--- src/rtl/word_pack_pkg.sv ---
// Shared widths, channel field indices and FSM state encoding for word_pack.
// No logic. Defining WORD_PACK_PARITY_EN widens the word channel by one parity bit.
// Backpressure behaviour lives entirely in word_pack.
package word_pack_pkg;

  localparam int BYTE_W        = 8;
  localparam int WORD_W        = 16;

  // Byte channel (__in0) layout
  localparam int IN_W          = 10;
  localparam int IN_VALID_BIT  = 9;
  localparam int IN_ORDER_BIT  = 8;
  localparam int IN_DATA_LSB   = 0;

  // Word channel (__out0) layout
  localparam int OUT_VALID_BIT = 16;
  localparam int OUT_WORD_LSB  = 0;
`ifdef WORD_PACK_PARITY_EN
  localparam int OUT_PARITY_BIT = 17;
  localparam int OUT_W          = 18;
`else
  localparam int OUT_W          = 17;
`endif

  typedef enum logic [1:0] {
    EMPTY = 2'd0,
    HALF  = 2'd1,
    FULL  = 2'd2
  } state_t;

endpackage

--- src/rtl/word_pack_asm.sv ---
// Purely combinational join of two bytes into a 16-bit word under a byte-order flag.
// Latency: zero cycles.
// Backpressure: none; the caller decides when the result is captured.
module word_pack_asm
  import word_pack_pkg::*;
(
  input  logic [BYTE_W-1:0] first,
  input  logic [BYTE_W-1:0] second,
  input  logic              order,
  output logic [WORD_W-1:0] word
);

  // order=0 puts the earlier byte in the high half (big-endian), order=1 swaps it
  assign word = order ? {second, first} : {first, second};

endmodule

--- src/rtl/word_pack.sv ---
// Pairs a byte stream into 16-bit words (per-word byte order) on a valid/ready word channel.
// Latency: word is registered on the edge that accepts its second byte, visible the next cycle.
// Backpressure: in_ready = (state != FULL) | out_ready; optional parity via WORD_PACK_PARITY_EN.
module word_pack
  import word_pack_pkg::*;
(
  input  logic             clk,
  input  logic             rst,
  input  logic [IN_W-1:0]  __in0,
  input  logic             __in1,
  output logic [OUT_W-1:0] __out0,
  output logic             __out1
);

  logic              in_valid;
  logic              order_in;
  logic [BYTE_W-1:0] data_in;
  logic              out_ready;
  logic              in_ready;
  logic              byte_xfer;

  state_t            state;
  state_t            next_state;
  logic              load_first;
  logic              load_word;

  logic [BYTE_W-1:0] first_q;
  logic              order_q;
  logic [WORD_W-1:0] word_q;
  logic [WORD_W-1:0] asm_word;

  assign in_valid  = __in0[IN_VALID_BIT];
  assign order_in  = __in0[IN_ORDER_BIT];
  assign data_in   = __in0[IN_DATA_LSB +: BYTE_W];
  assign out_ready = __in1;

  // While FULL a new byte may only enter in the same edge the held word drains
  assign in_ready  = (state != FULL) | out_ready;
  assign byte_xfer = in_valid & in_ready;

  // Next-state and capture enables for the EMPTY/HALF/FULL handshake
  always_comb begin
    next_state = state;
    load_first = 1'b0;
    load_word  = 1'b0;
    case (state)
      EMPTY: begin
        if (byte_xfer) begin
          next_state = HALF;
          load_first = 1'b1;
        end
      end
      HALF: begin
        if (byte_xfer) begin
          next_state = FULL;
          load_word  = 1'b1;
        end
      end
      FULL: begin
        if (out_ready) begin
          if (byte_xfer) begin
            next_state = HALF;
            load_first = 1'b1;
          end else begin
            next_state = EMPTY;
          end
        end
      end
      default: next_state = EMPTY;
    endcase
  end

  // State register; reset drops any held byte or pending word
  always_ff @(posedge clk or negedge rst) begin
    if (!rst) state <= EMPTY;
    else      state <= next_state;
  end

  word_pack_asm u_asm (
    .first  (first_q),
    .second (data_in),
    .order  (order_q),
    .word   (asm_word)
  );

  // First byte and its order flag; the order bit sent with the second byte is never latched
  always_ff @(posedge clk or negedge rst) begin
    if (!rst) begin
      first_q <= '0;
      order_q <= 1'b0;
    end else if (load_first) begin
      first_q <= data_in;
      order_q <= order_in;
    end
  end

  // Output word, held stable for as long as the consumer stalls
  always_ff @(posedge clk or negedge rst) begin
    if (!rst)           word_q <= '0;
    else if (load_word) word_q <= asm_word;
  end

  assign __out0[OUT_VALID_BIT]               = (state == FULL);
  assign __out0[OUT_WORD_LSB +: WORD_W]      = word_q;

`ifdef WORD_PACK_PARITY_EN
  logic parity_q;

  // Even parity captured alongside the word so the two always match
  always_ff @(posedge clk or negedge rst) begin
    if (!rst)           parity_q <= 1'b0;
    else if (load_word) parity_q <= ^asm_word;
  end

  assign __out0[OUT_PARITY_BIT] = parity_q;
`endif

  assign __out1 = in_ready;

endmodule

--- config.mk ---
export PLATFORM = sky130hd
export DESIGN_NAME = word_pack
export DESIGN_NICKNAME = d
export VERILOG_FILES = /design/src/rtl/word_pack_pkg.sv /design/src/rtl/word_pack_asm.sv /design/src/rtl/word_pack.sv
export SDC_FILE = /design/constraint.sdc
export NUM_CORES = 1
export LEC_CHECK = 0
export ABC_AREA = 0
export ABC_CLOCK_PERIOD_IN_PS = 1200
export CORE_ASPECT_RATIO = 1.4
export CORE_UTILIZATION = 46
export CTS_BUF_LIST = sky130_fd_sc_hd__clkbuf_2
export DETAILED_ROUTE_END_ITERATION = 10
export GPL_ROUTABILITY_DRIVEN = 0
export PLACE_DENSITY = 0.77
export SLEW_MARGIN = 20
export SYNTH_ARGS = -nofsm -noshare
export SYNTH_HDL_FRONTEND = slang
export SYNTH_HIERARCHICAL = 1
export SYNTH_SLANG_ARGS = --single-unit
--- constraint.sdc ---
create_clock -name clk -period 1.2 [get_ports clk]
set_input_delay 0.24 -clock clk [delete_from_list [all_inputs] [get_ports clk]]
set_output_delay 0.24 -clock clk [all_outputs]
set_load 0.03 [all_outputs]
* Yosys cells after proc, flatten, opt, wreduce, memory -nomap -nowiden
Cells that the tools add are included.
Operators by class: equality and inequality tests 6, mux-type cells 10, bitwise logic cells 2, reduce and logical (&&, ||, !) cells 2
Operators with widths (number):
- 16-bit two-way mux | 1
- 2-bit != test (second input constant) | 4
- 2-bit two-way mux | 3
- 2-bit one-hot mux with 3 select lines | 1
- 1-bit two-way mux | 4
- 3-bit AND reduction | 1
- 2-bit by 1-bit equality test with 1-bit output (second input constant) | 1
- 2-bit equality test (second input constant) | 1
- 2-bit zero test | 1
- 1-bit one-hot mux with 2 select lines | 1
- 1-bit AND | 1
- 1-bit bitwise OR | 1
Word-level totals: bits in registers 27, input port bits 13, output and inout port bits 18, logic and storage cells 24

* Depth between registers and ports, before layout
Gate-level depths: netlist of the first run.
word-level depth 6, gate-level depth with buffers 4

* Modules after synthesis
Netlist of the first run, hierarchy kept.
By module, submodules not included:
- word_pack | instances 1, cells an instance 62, area each 1082.3 µm², sequential area each 675.6 µm²
- word_pack_asm | instances 1, cells an instance 18, area each 249.0 µm², sequential area each 0.0 µm²

* Worst setup path before layout of the first run
Ideal clock, no wire load.
path type reg2reg, start register state[1], end register first_q[2], library setup time 0.125 ns, arrival time 1.187 ns, slack -0.112 ns, stages on the path, launching flop included 5, buffers on the path 1, clock period less this slack 1.312 ns, cell sequence dfrtp_1 and2b_1 nor3b_2 buf_6 mux2_2
On the way: word-level cells in the longest chain between the ends 6
Ends and longest elaborated chain:
- start: declaration | RTL line word_pack.sv:22 | state_t state;
- start signal: assignment | RTL line word_pack.sv:76 | else state <= next_state;
- 2-bit != test | RTL line word_pack.sv:38 | assign in_ready = (state != FULL) | out_ready;
- 1-bit bitwise OR | RTL line word_pack.sv:38
- 1-bit AND | RTL line word_pack.sv:39 | assign byte_xfer = in_valid & in_ready;
- 1-bit two-way mux | RTL line word_pack.sv:48, word_pack.sv:61
- 1-bit two-way mux | RTL line word_pack.sv:60 | if (out_ready) begin
- 1-bit one-hot mux with 2 select lines (*) | RTL line word_pack.sv:46 | case (state)
- end signal: assignment | RTL line word_pack.sv:92 | first_q <= data_in;
- end: declaration | RTL line word_pack.sv:27 | logic [BYTE_W-1:0] first_q;
Mark *: on every way between the ends. The rest lies on a longest branch, timed or not. A chain may end at the register's enable or synchronous reset.

* Worst setup path in the final report of the first run
start register state[1], end output port __out1
On the way: word-level cells in the longest chain between the ends 2
Ends and longest elaborated chain:
- 2-bit != test | RTL line word_pack.sv:38
- 1-bit bitwise OR | RTL line word_pack.sv:38
- end: declaration | RTL line word_pack.sv:12 | output logic __out1
No other way between the ends.

==> results.txt, run 1 <==
----------------------------------------------------
[Setup path]
  Capture point of the worst path ... __out1
  Crit Reg-Reg Endpoint ... first_q[4]
  Peak per-stage delay on the critical path ... around 460 ps
  WP depth ... 3
  Critical path start-end classification ... reg2out
  Critical-path cell list ... and2b_1 -> nand2b_1 -> buf_6
  WP data arrival ... 1280 ps
  CP startpoint kind ... register
  Combined buffer and inverter count along the critical path ... 1
  Kind of capture point of the worst setup path ... output port
  Worst setup slack for register-to-register paths ... -280 ps
  Required time reported for the critical path endpoint ... 960 ps
  Length in cells of the worst reg-to-reg path ... 4
  Beginning of the critical path ... state[1]
  Worst path top cell family by delay ... flip-flops
  Highest fanout seen on the critical path ... 2
  Worst path slowest cell ... sky130_fd_sc_hd__dfrtp_1
  Startpoint of the worst register-to-register path ... state[1]

[CTS]
  Master cell of the clock root buffer ... sky130_fd_sc_hd__clkbuf_2
  Hold_buf cts ... 0
  Post-CTS clock slew at the launch and capture registers of the worst setup and hold paths ... 280 ps
  Buffer depth of the longest clock path ... 2
  CTS Sinks ... 27
  TritonCTS clock tree ... yes
  Latest clock arrival within the worst-skew pair ... 390 ps
  Number of buffers inserted during clock tree synthesis ... 3
  H-tree depth ... 1

[Die]
  Die Area ... 3120 sq um
  Die Wd ... 47.5 um
  Count of pins on the block boundary ... 31
  Effective utilization at floorplan ... 0.494
  Core Rows ... 22
  Core outline area ... 2700 sq um
  Die span in y ... 65.7 um

[Synthesis]
  Top cell type by total area after synthesis ... sky130_fd_sc_hd__dfrtp_1
  Number of flip-flops and latches in the synthesized netlist ... 27
  Mapped Avg Cell Area ... 16.6 sq um
  Post-Synthesis Cell Area ... 1330 sq um
  Cells taking the most area after synthesis ... sky130_fd_sc_hd__dfrtp_1, sky130_fd_sc_hd__mux2_4, sky130_fd_sc_hd__mux2_2
  Yosys top cell area share ... 0.508
  Synthesized netlist net count ... 93
  Count of synthesis-stage warnings from yosys ... 6
  Gate count after technology mapping ... 80
  Part of the Yosys area used for sequential elements ... 0.508
  Cell variety after synth ... 13

[Timing]
  Shortest clock period the worst path allows after layout ... 1520 ps
  F_max ... 658 MHz
  Number of max-slew violations in the final report ... 0
  Setup WS post-layout ... -319 ps
  Tcrit/Tclk final ... 1.27
  Sum of negative setup slack ... -5580 ps
  Worst max-slew margin expressed relative to the limit ... 0.812
  Endpoints failing setup ... 43
  Actual transition at the worst max-transition pin ... 282 ps
  Final worst clock skew ... roughly 22 ps
  Setup repair after global routing missed its margin ... yes
  Final worst hold slack ... 147 ps
  Final hold viol count ... 0

[Drt]
  Detailed-route vias per instance ... about 5.0
  Post-detailed-route DRC marker count ... 0
  Initial detailed-routing violation count ... 2
  Total Wirelength ... 2750 um
  Number of vias in the routed layout ... 858
  Number of nets with antenna violations after detailed routing ... 0
  Pre-Repair DR Iteration Count ... 2
  Routed wire per std cell ... ~16 um

[Hold path]
  Class of the most critical hold timing path ... in2async

[Cells and area]
  Synthesis-to-finish area growth ... 50.0%
  Layout cell share with drive strength beyond 1 ... 0.667
  Number of standard cells in the final layout excluding fillers ... 171
  Antenna diode instance count ... 0
  Final net count ... around 150

[Power and ir drop]
  Overall power of the completed layout ... 5600 uW
  PD cells ... 2810 nW/um^2
  Standby leakage power ... 0.00102 uW
  Largest vdd supply drop ... roughly 1.5 mV

[Placed design]
  Post-Place Setup Slack ... -550 ps
  Count of port buffers added during placement ... 30
  Post-DP HPWL ... about 1500 um
  Number of placed cells counting well taps ... between 150 and 200

[Global routing]
  Grt total ovfl ... 0
  First-pass GRT wire length ... approximately 4500 um
  Number of global-route vias before repair ... 922
  Pin count of the biggest net entering global routing ... 28
  Antenna violations before repair ... 0
  Total track usage ... 0.210

[Run status]
  Violated checks ... setup timing
  Outcome ... complete, but fails checks

[Run]
  Number of max-cap violations ... 0

----------------------------------------------------
[registers in the layout (all words and copies together) (netlist names)]
name and flops:
first_q 8, order_q 1, state 2, word_q 16
[through the flow]
step | utilization | instance area, sq um
after detailed placement | 0.619 | 1670
after global routing | 0.740 | 2000
after CTS | 0.731 | 1970
after global placement | 0.619 | 1670
final | 0.740 | 2000
after floorplan | - | 1330
[repair_timing]
item | in CTS | in global routing
endpoints found under the setup margin | 43 | 45
cloned | 3 | 0
setup buffers | 10 | 4
pin swaps | 1 | 0
gates resized for setup | 41 | 2
[layer usage]
layer	track usage	wire, um	vias up
met3	0.0275	81	5
met2	0.330	1400	19
met4	0.0964	53	0
met5	0	0	-
li1	-	-	392
met1	0.276	1220	442
[final cells by class]
| class | instances | area (sq um) |
|---|---|---|
| clock buffer | 3 | 15.0 |
| clock inverter | 1 | 5.00 |
| fill | 171 | 701 |
| multi-input combinational | 49 | 662 |
| sequential | 27 | 676 |
| tap | 36 | 45.0 |
| timing repair buffer | 55 | 594 |
[cell usage after synthesis]
cell / count
sky130_fd_sc_hd__nor3b_2: 1
sky130_fd_sc_hd__buf_12: 1
sky130_fd_sc_hd__nand2b_1: 1
sky130_fd_sc_hd__mux2_1: 4
sky130_fd_sc_hd__nand2_1: 1
sky130_fd_sc_hd__a21o_1: 1
sky130_fd_sc_hd__buf_6: 3
sky130_fd_sc_hd__nand3b_4: 1
sky130_fd_sc_hd__mux2_4: 19
sky130_fd_sc_hd__dfrtp_1: 27
sky130_fd_sc_hd__nor2_1: 1
sky130_fd_sc_hd__mux2_2: 18
sky130_fd_sc_hd__and2b_1: 2
[cells in the final DEF (no fill, tap or decap)]
cell                              netlist  routed
sky130_fd_sc_hd__mux2_4                19      35
sky130_fd_sc_hd__dfrtp_1               27      27
sky130_fd_sc_hd__buf_6                  3      23
sky130_fd_sc_hd__buf_4                  0      16
sky130_fd_sc_hd__clkdlybuf4s50_1        0      12
sky130_fd_sc_hd__mux2_2                18       6
sky130_fd_sc_hd__clkbuf_2               0       3
sky130_fd_sc_hd__and2b_1                2       2
sky130_fd_sc_hd__buf_16                 0       2
sky130_fd_sc_hd__buf_12                 1       2
sky130_fd_sc_hd__nand2b_1               1       1
sky130_fd_sc_hd__nand3b_4               1       1
sky130_fd_sc_hd__nor3b_2                1       1
sky130_fd_sc_hd__nor2_1                 1       1
sky130_fd_sc_hd__a21o_1                 1       1
sky130_fd_sc_hd__nand2_1                1       1
sky130_fd_sc_hd__clkinv_2               0       1
[cells by family after synthesis]
logic type,count (synthesis),share of synthesized area
simple gates,7,0.0460
flops,27,0.508
buf+inv,4,0.0404
mux,41,0.400
compound gates,1,0.00564
[worst reg2reg max path, cell delays in order (launching register included)]
cell                      delay (ps)
sky130_fd_sc_hd__dfrtp_1         460
sky130_fd_sc_hd__and2b_1         190
sky130_fd_sc_hd__nor3b_2         250
sky130_fd_sc_hd__buf_4           220
sky130_fd_sc_hd__mux2_4          310
[power breakdown]
| group | switching, uW | total [uW] | internal [uW] |
|---|---|---|---|
| Clock | 295 | 371 | 75.5 |
| Sequential | 343 | 1700 | 1360 |
| Combinational | 1350 | 3530 | 2170 |
| Total | 1990 | 5600 | 3610 |
[how the worst min path moves through the flow]
stage                           from    endpoint  slack (ps)  depth (start not counted)
after floorplan                  rst  first_q[0]         -60                          0
after global placement    first_q[1]  first_q[1]         490                          1
after detailed placement  word_q[12]  word_q[12]         500                          1
after CTS                        rst  word_q[12]         170                          2
after global routing             rst  first_q[4]         130                          2
final                            rst  first_q[4]         150                          2
(Power assumes the default switching activity.)
==> run 2, diff against run 1 <==
- MAX_ROUTING_LAYER: not set -> met4
==> results.txt, run 2 (synthesis gave the netlist of run 1 again) <==
----------------------------------------------------
[Run status]
  Outcome ... complete, but fails checks
  Violated checks ... setup timing

[Drt]
  Post-detailed-route DRC marker count ... 0 (unchanged)
  Total Wirelength ... 2750 um (-0.15%)
  Metal3 WL ... 83 um (+2.5%)
  Initial detailed-routing violation count ... 4 (+2)
  Pre-Repair DR Iteration Count ... 2 (unchanged)
  Detailed-route vias per instance ... 5.02 (unchanged)
  Met1 wire length ... 1210 um (-1.1%)
  Routed wire per std cell ... 16.1 um (-0.15%)
  Top sig layer ... met4
  Met2 wirelength from detailed routing ... 1410 um (+0.64%)
  Number of vias in the routed layout ... 858 (unchanged)
  Number of nets with antenna violations after detailed routing ... 0 (unchanged)

[Setup path]
  Peak per-stage delay on the critical path ... 460 ps (about the same)
  WP depth ... 3 (unchanged)
  Highest fanout seen on the critical path ... 2 (unchanged)
  Required time reported for the critical path endpoint ... 960 ps (about the same)
  Worst path top cell family by delay ... flip-flops
  Startpoint of the worst register-to-register path ... state[1]
  Beginning of the critical path ... state[1]
  Critical path start-end classification ... reg2out
  Combined buffer and inverter count along the critical path ... 1 (unchanged)
  Worst setup slack for register-to-register paths ... -270 ps (about the same)
  Length in cells of the worst reg-to-reg path ... 4 (unchanged)
  WP data arrival ... 1280 ps (about the same)
  Worst path slowest cell ... sky130_fd_sc_hd__dfrtp_1
  Kind of capture point of the worst setup path ... output port
  Critical-path cell list ... and2b_1 -> nand2b_1 -> buf_6
  Capture point of the worst path ... __out1
  CP startpoint kind ... register
  Crit Reg-Reg Endpoint ... first_q[4]

[Timing]
  Number of max-slew violations in the final report ... 0 (unchanged)
  Actual transition at the worst max-transition pin ... 282 ps (-0.0790 ps)
  Tcrit/Tclk final ... 1.27 (about the same)
  Shortest clock period the worst path allows after layout ... 1520 ps (-0.759 ps)
  Setup WS post-layout ... -319 ps (+0.759 ps)
  F_max ... 659 MHz (about the same)
  Final worst clock skew ... 22.6 ps (+0.296 ps)
  Sum of negative setup slack ... -5510 ps (+69.7 ps)
  Setup repair after global routing missed its margin ... yes
  Endpoints failing setup ... 42 (-2.3%)
  Worst max-slew margin expressed relative to the limit ... 0.812 (about the same)
  Final hold viol count ... 0 (unchanged)

[Die]
  Core Rows ... 22 (unchanged)
  Effective utilization at floorplan ... 0.494 (unchanged)
  Die Area ... 3120 sq um (unchanged)
  Count of pins on the block boundary ... 31 (unchanged)
  Core outline area ... 2700 sq um (unchanged)
  Die span in y ... 65.7 um (unchanged)
  Die Wd ... 47.5 um (unchanged)

[Placed design]
  Cell Area, Placed ... 1670 sq um (unchanged)
  Post-DP HPWL ... 1530 um (unchanged)
  Count of port buffers added during placement ... 30 (unchanged)

[Global routing]
  Antenna violations before repair ... 0 (unchanged)
  Grt total ovfl ... 0 (unchanged)
  First-pass GRT wire length ... 4480 um (-0.16%)
  Pin count of the biggest net entering global routing ... 28 (unchanged)
  Total track usage ... 0.215 (+0.00472)
  Number of global-route vias before repair ... 926 (+0.43%)

[Cells and area]
  Layout cell share with drive strength beyond 1 ... 0.667 (unchanged)
  Synthesis-to-finish area growth ... 50.0% (unchanged)
  Commonest non-fill, non-tap cells in the layout ... sky130_fd_sc_hd__mux2_4, sky130_fd_sc_hd__dfrtp_1, sky130_fd_sc_hd__buf_6
  Antenna diode instance count ... 0 (unchanged)
  Max reg flops ... 16 (unchanged)
  Total area of multi-input combinational cells ... 662 sq um (unchanged)
  Registers with the most flip-flops ... word_q x16, first_q x8, state x2
  Most common cell after layout, fill and taps aside ... sky130_fd_sc_hd__mux2_4
  Fillers ... 171 (unchanged)
  Final standard cell utilization of the core ... 0.740 (unchanged)
  Total non-filler cell area in the finished layout ... 2000 sq um (unchanged)
  Footprint of the flip-flops and latches ... 676 sq um (unchanged)
  Final net count ... 149 (unchanged)
  Most flop-heavy register ... word_q

[CTS]
  H-tree depth ... 1 (unchanged)
  CTS Sinks ... 27 (unchanged)
  Buffer depth of the longest clock path ... 2 (unchanged)
  Latest clock arrival within the worst-skew pair ... 390 ps (about the same)
  Master cell of the clock root buffer ... sky130_fd_sc_hd__clkbuf_2
  Hold_buf cts ... 0 (unchanged)
  Number of buffers inserted during clock tree synthesis ... 3 (unchanged)
  TritonCTS clock tree ... yes
  Post-CTS clock slew at the launch and capture registers of the worst setup and hold paths ... 280 ps (about the same)

[Power and ir drop]
  Overall power of the completed layout ... 5600 uW (about the same)
  Total internal power ... 3610 uW (about the same)
  Largest vdd supply drop ... 1.46 mV (about the same)
  Share of total power consumed by net switching ... 0.356 (about the same)
  Logic pwr share ... 0.630 (about the same)
  Portion of total power attributed to the clock network ... 0.066 (about the same)
  Switching power ... 1990 uW (about the same)
  Part of the total power dissipated in sequential elements ... 0.304 (about the same)
  Standby leakage power ... 0.00102 uW (unchanged)
  PD cells ... 2810 nW/um^2 (about the same)

[Run]
  Number of max-cap violations ... 0 (unchanged)

[Hold path]
  Class of the most critical hold timing path ... in2async

----------------------------------------------------
==> run 2: cell counts in the layout (fill, tap and decap cells not counted) <==
Identical to the previous run, type by type.
==> run 2: how the worst min path moves through the flow <==
stage                 endpoint  slack (ps)  depth (start not counted)       start
finish              first_q[4]         150                          2         rst
global route        first_q[4]         130                          2         rst
CTS                 word_q[12]         170                          2         rst
detailed placement  word_q[12]         500                          1  word_q[12]
global placement    first_q[1]         490                          1  first_q[1]
floorplan           first_q[0]         -60                          0         rst
==> run 2: per-layer routing <==
metal,vias up,global-route usage
li1,392,-
met1,442,0.270
met2,19,0.334
met3,5,0.0275
met4,0,0.0964
met5,-,-
==> run 2: repair_timing <==
item | in CTS | in global routing
gates resized for setup | 41 | 2
buffers inserted | 10 | 4
pin swaps | 1 | 0
setup endpoints to repair | 43 | 45
gates cloned | 3 | 0
==> run 2: power by group through the flow <==
| stage | Sequential (uW) | Clock (uW) | Combinational [uW] |
|---|---|---|---|
| after floorplan | 2170 | 0 | 1410 |
| after global routing | 1760 | 404 | 3720 |
| after CTS | 1690 | 364 | 3440 |
| after detailed placement | 1650 | 0 | 2650 |
| after global placement | 1620 | 0 | 2620 |
| final | 1700 | 371 | 3530 |
==> run 2: final cells by class <==
class                      instances  share of cell area
clock buffer                       3             0.00752
clock inverter                     1             0.00251
multi-input combinational         49               0.331
sequential                        27               0.338
tap                               36              0.0226
timing repair buffer              55               0.298
==> run 2: through the flow <==
stage	hold slack [ps]	setup slack (ps)	instances
floorplan	-55.6	-112	80
global placement	490	-500	151
detailed placement	495	-550	151
CTS	167	-295	168
global route	126	-379	171
finish	148	-319	171
==> run 3, diff against run 2 <==
- CORE_MARGIN: not set -> 2
- SKIP_LAST_GASP: not set -> 1
==> results.txt, run 3 (synthesis gave the netlist of run 1 again) <==
----------------------------------------------------
[Run status]
  Outcome ... complete, but fails checks
  Violated checks ... setup timing

[Die]
  Core Rows ... 23 (+4.5%)
  Core outline area ... 2820 sq um (+4.5%)
  Count of pins on the block boundary ... 31 (unchanged)
  Die Wd ... 49.5 um (+4.2%)
  Die span in y ... 67.7 um (+3.0%)
  Die Area ... 3350 sq um (+7.4%)
  Effective utilization at floorplan ... 0.472 (-0.0215)

[Placed design]
  Count of port buffers added during placement ... 30 (unchanged)
  Post-DP HPWL ... 1670 um (+9.6%)
  Cell Area, Placed ... 1680 sq um (+0.82%)

[CTS]
  Buffer depth of the longest clock path ... 2 (unchanged)
  CTS Sinks ... 27 (unchanged)
  TritonCTS clock tree ... yes
  Master cell of the clock root buffer ... sky130_fd_sc_hd__clkbuf_2
  H-tree depth ... 1 (unchanged)
  Post-CTS clock slew at the launch and capture registers of the worst setup and hold paths ... 260 ps (-20 ps)
  Number of buffers inserted during clock tree synthesis ... 3 (unchanged)
  Hold_buf cts ... 0 (unchanged)
  Latest clock arrival within the worst-skew pair ... 370 ps (-20 ps)

[Setup path]
  Worst setup slack for register-to-register paths ... -270 ps (about the same)
  Startpoint of the worst register-to-register path ... state[1]
  Worst path most repeated cell ... sky130_fd_sc_hd__buf_6
  Kind of capture point of the worst setup path ... output port
  Crit Reg-Reg Endpoint ... first_q[0]
  Required time reported for the critical path endpoint ... 960 ps (about the same)
  Combined buffer and inverter count along the critical path ... 2 (+1)
  Critical-path cell list ... buf_6 -> and2b_1 -> buf_6
  Critical path start-end classification ... reg2out
  CP startpoint kind ... register
  Length in cells of the worst reg-to-reg path ... 4 (unchanged)
  WP data arrival ... 1250 ps (-30 ps)
  Highest fanout seen on the critical path ... 3 (+1)
  Worst path top cell family by delay ... flip-flops
  Worst path slowest cell ... sky130_fd_sc_hd__dfrtp_1
  Beginning of the critical path ... state[0]
  Peak per-stage delay on the critical path ... 440 ps (-20 ps)

[Power and ir drop]
  Standby leakage power ... 0.00108 uW (+5.9%)
  Largest vdd supply drop ... 1.45 mV (-0.70%)
  Total internal power ... 3850 uW (+6.8%)
  Share of total power consumed by net switching ... 0.348 (-0.00835)
  Part of the total power dissipated in sequential elements ... 0.289 (-0.015)
  Logic pwr share ... 0.651 (+0.021)
  Switching power ... 2050 uW (+2.9%)
  PD cells ... 2810 nW/um^2 (about the same)
  Portion of total power attributed to the clock network ... 0.059 (-0.007)
  Overall power of the completed layout ... 5900 uW (+5.4%)

[Global routing]
  Total track usage ... 0.188 (-0.0269)
  Number of global-route vias before repair ... 925 (-0.11%)
  First-pass GRT wire length ... 4470 um (-0.16%)
  Pin count of the biggest net entering global routing ... 28 (unchanged)
  Antenna violations before repair ... 0 (unchanged)
  Grt total ovfl ... 0 (unchanged)

[Cells and area]
  Most flop-heavy register ... word_q
  Registers with the most flip-flops ... word_q x16, first_q x8, state x2
  Antenna diode instance count ... 0 (unchanged)
  Total area of multi-input combinational cells ... 681 sq um (+2.8%)
  Commonest non-fill, non-tap cells in the layout ... sky130_fd_sc_hd__mux2_4, sky130_fd_sc_hd__dfrtp_1, sky130_fd_sc_hd__buf_6
  Max reg flops ... 16 (unchanged)
  Synthesis-to-finish area growth ... 58.1%
  Layout cell share with drive strength beyond 1 ... 0.701 (+0.0347)
  Most common cell after layout, fill and taps aside ... sky130_fd_sc_hd__mux2_4
  Fillers ... 177 (+3.5%)
  Final net count ... 158 (+6.0%)
  Footprint of the flip-flops and latches ... 676 sq um (unchanged)
  Total non-filler cell area in the finished layout ... 2100 sq um (+5.4%)

[Timing]
  Endpoints failing setup ... 37 (-12%)
  Actual transition at the worst max-transition pin ... 261 ps (-20.8 ps)
  Sum of negative setup slack ... -6790 ps (-1270 ps)
  Tcrit/Tclk final ... 1.24 (-0.0237)
  Final hold viol count ... 0 (unchanged)
  Setup repair after global routing missed its margin ... yes
  Number of max-slew violations in the final report ... 0 (unchanged)
  Setup WS post-layout ... -290 ps (+28.4 ps)
  Final worst clock skew ... 17.9 ps (-4.76 ps)
  F_max ... 671 MHz (+1.9%)
  Shortest clock period the worst path allows after layout ... 1490 ps (-28.4 ps)
  Worst max-slew margin expressed relative to the limit ... 0.826 (+0.0139)

[Drt]
  Total Wirelength ... 2940 um (+6.7%)
  Number of nets with antenna violations after detailed routing ... 0 (unchanged)
  Number of vias in the routed layout ... 868 (+1.2%)
  Routed wire per std cell ... 16.2 um (+0.83%)
  Post-detailed-route DRC marker count ... 0 (unchanged)
  Pre-Repair DR Iteration Count ... 4 (+2)
  Detailed-route vias per instance ... 4.80 (-4.4%)
  Initial detailed-routing violation count ... 4 (unchanged)

[Hold path]
  Class of the most critical hold timing path ... in2async

[Run]
  Number of max-cap violations ... 0 (unchanged)

----------------------------------------------------
==> run 3: worst register-to-register path: stages, from the launching register on <==
cell and delay (ps):
sky130_fd_sc_hd__dfrtp_1 440, sky130_fd_sc_hd__and2b_2 240, sky130_fd_sc_hd__nor3b_4 230, sky130_fd_sc_hd__buf_6 180, sky130_fd_sc_hd__mux2_4 300
==> run 3: worst max path at each step <==
stage                       to  slack (ps)  cells past startpoint
detailed placement  first_q[3]        -520                      5
CTS                 __out0[16]        -310                      3
finish              __out0[16]        -290                      3
global placement    first_q[3]        -500                      5
global route        __out0[16]        -370                      3
floorplan           first_q[2]        -110                      4
==> run 3: metrics by stage <==
stage	util	worst slack, ps	hold slack, ps	instances
after global routing	0.746	-372	157	181
after floorplan	-	-112	-55.6	80
after global placement	0.597	-499	490	152
after detailed placement	0.597	-515	495	152
after CTS	0.706	-305	168	171
final	0.746	-290	175	181
==> run 3: per-layer routing <==
layer	wire length, um	track usage	part of all wire	up-vias
met5	0	-	0	-
met4	61	0.0938	0.021	0
met3	64	0.0177	0.022	5
met2	1530	0.313	0.52	21
met1	1280	0.230	0.43	430
li1	-	-	-	412
==> run 3: cell type report <==
class | instances | area share
repair buffers | 64 | 0.324
clock buffers | 3 | 0.00713
clock inverters | 1 | 0.00238
flip-flops and latches | 27 | 0.321
multi-input cells | 49 | 0.323
well taps | 37 | 0.0220
==> run 3: power groups by stage <==
stage / clock network (uW) / registers, uW / logic [uW]
finish: 350 / 1710 / 3850
global route: 403 / 1760 / 4030
CTS: 364 / 1690 / 3570
detailed placement: 0 / 1670 / 2720
global placement: 0 / 1640 / 2650
floorplan: 0 / 2170 / 1410
==> run 3: timing repair <==
| action | 4_1_cts | 5_1_grt |
|---|---|---|
| pin swaps | 0 | 1 |
| setup buffers | 12 | 10 |
| gates cloned | 3 | 0 |
| setup endpoints to repair | 43 | 44 |
| gates resized for setup | 39 | 9 |
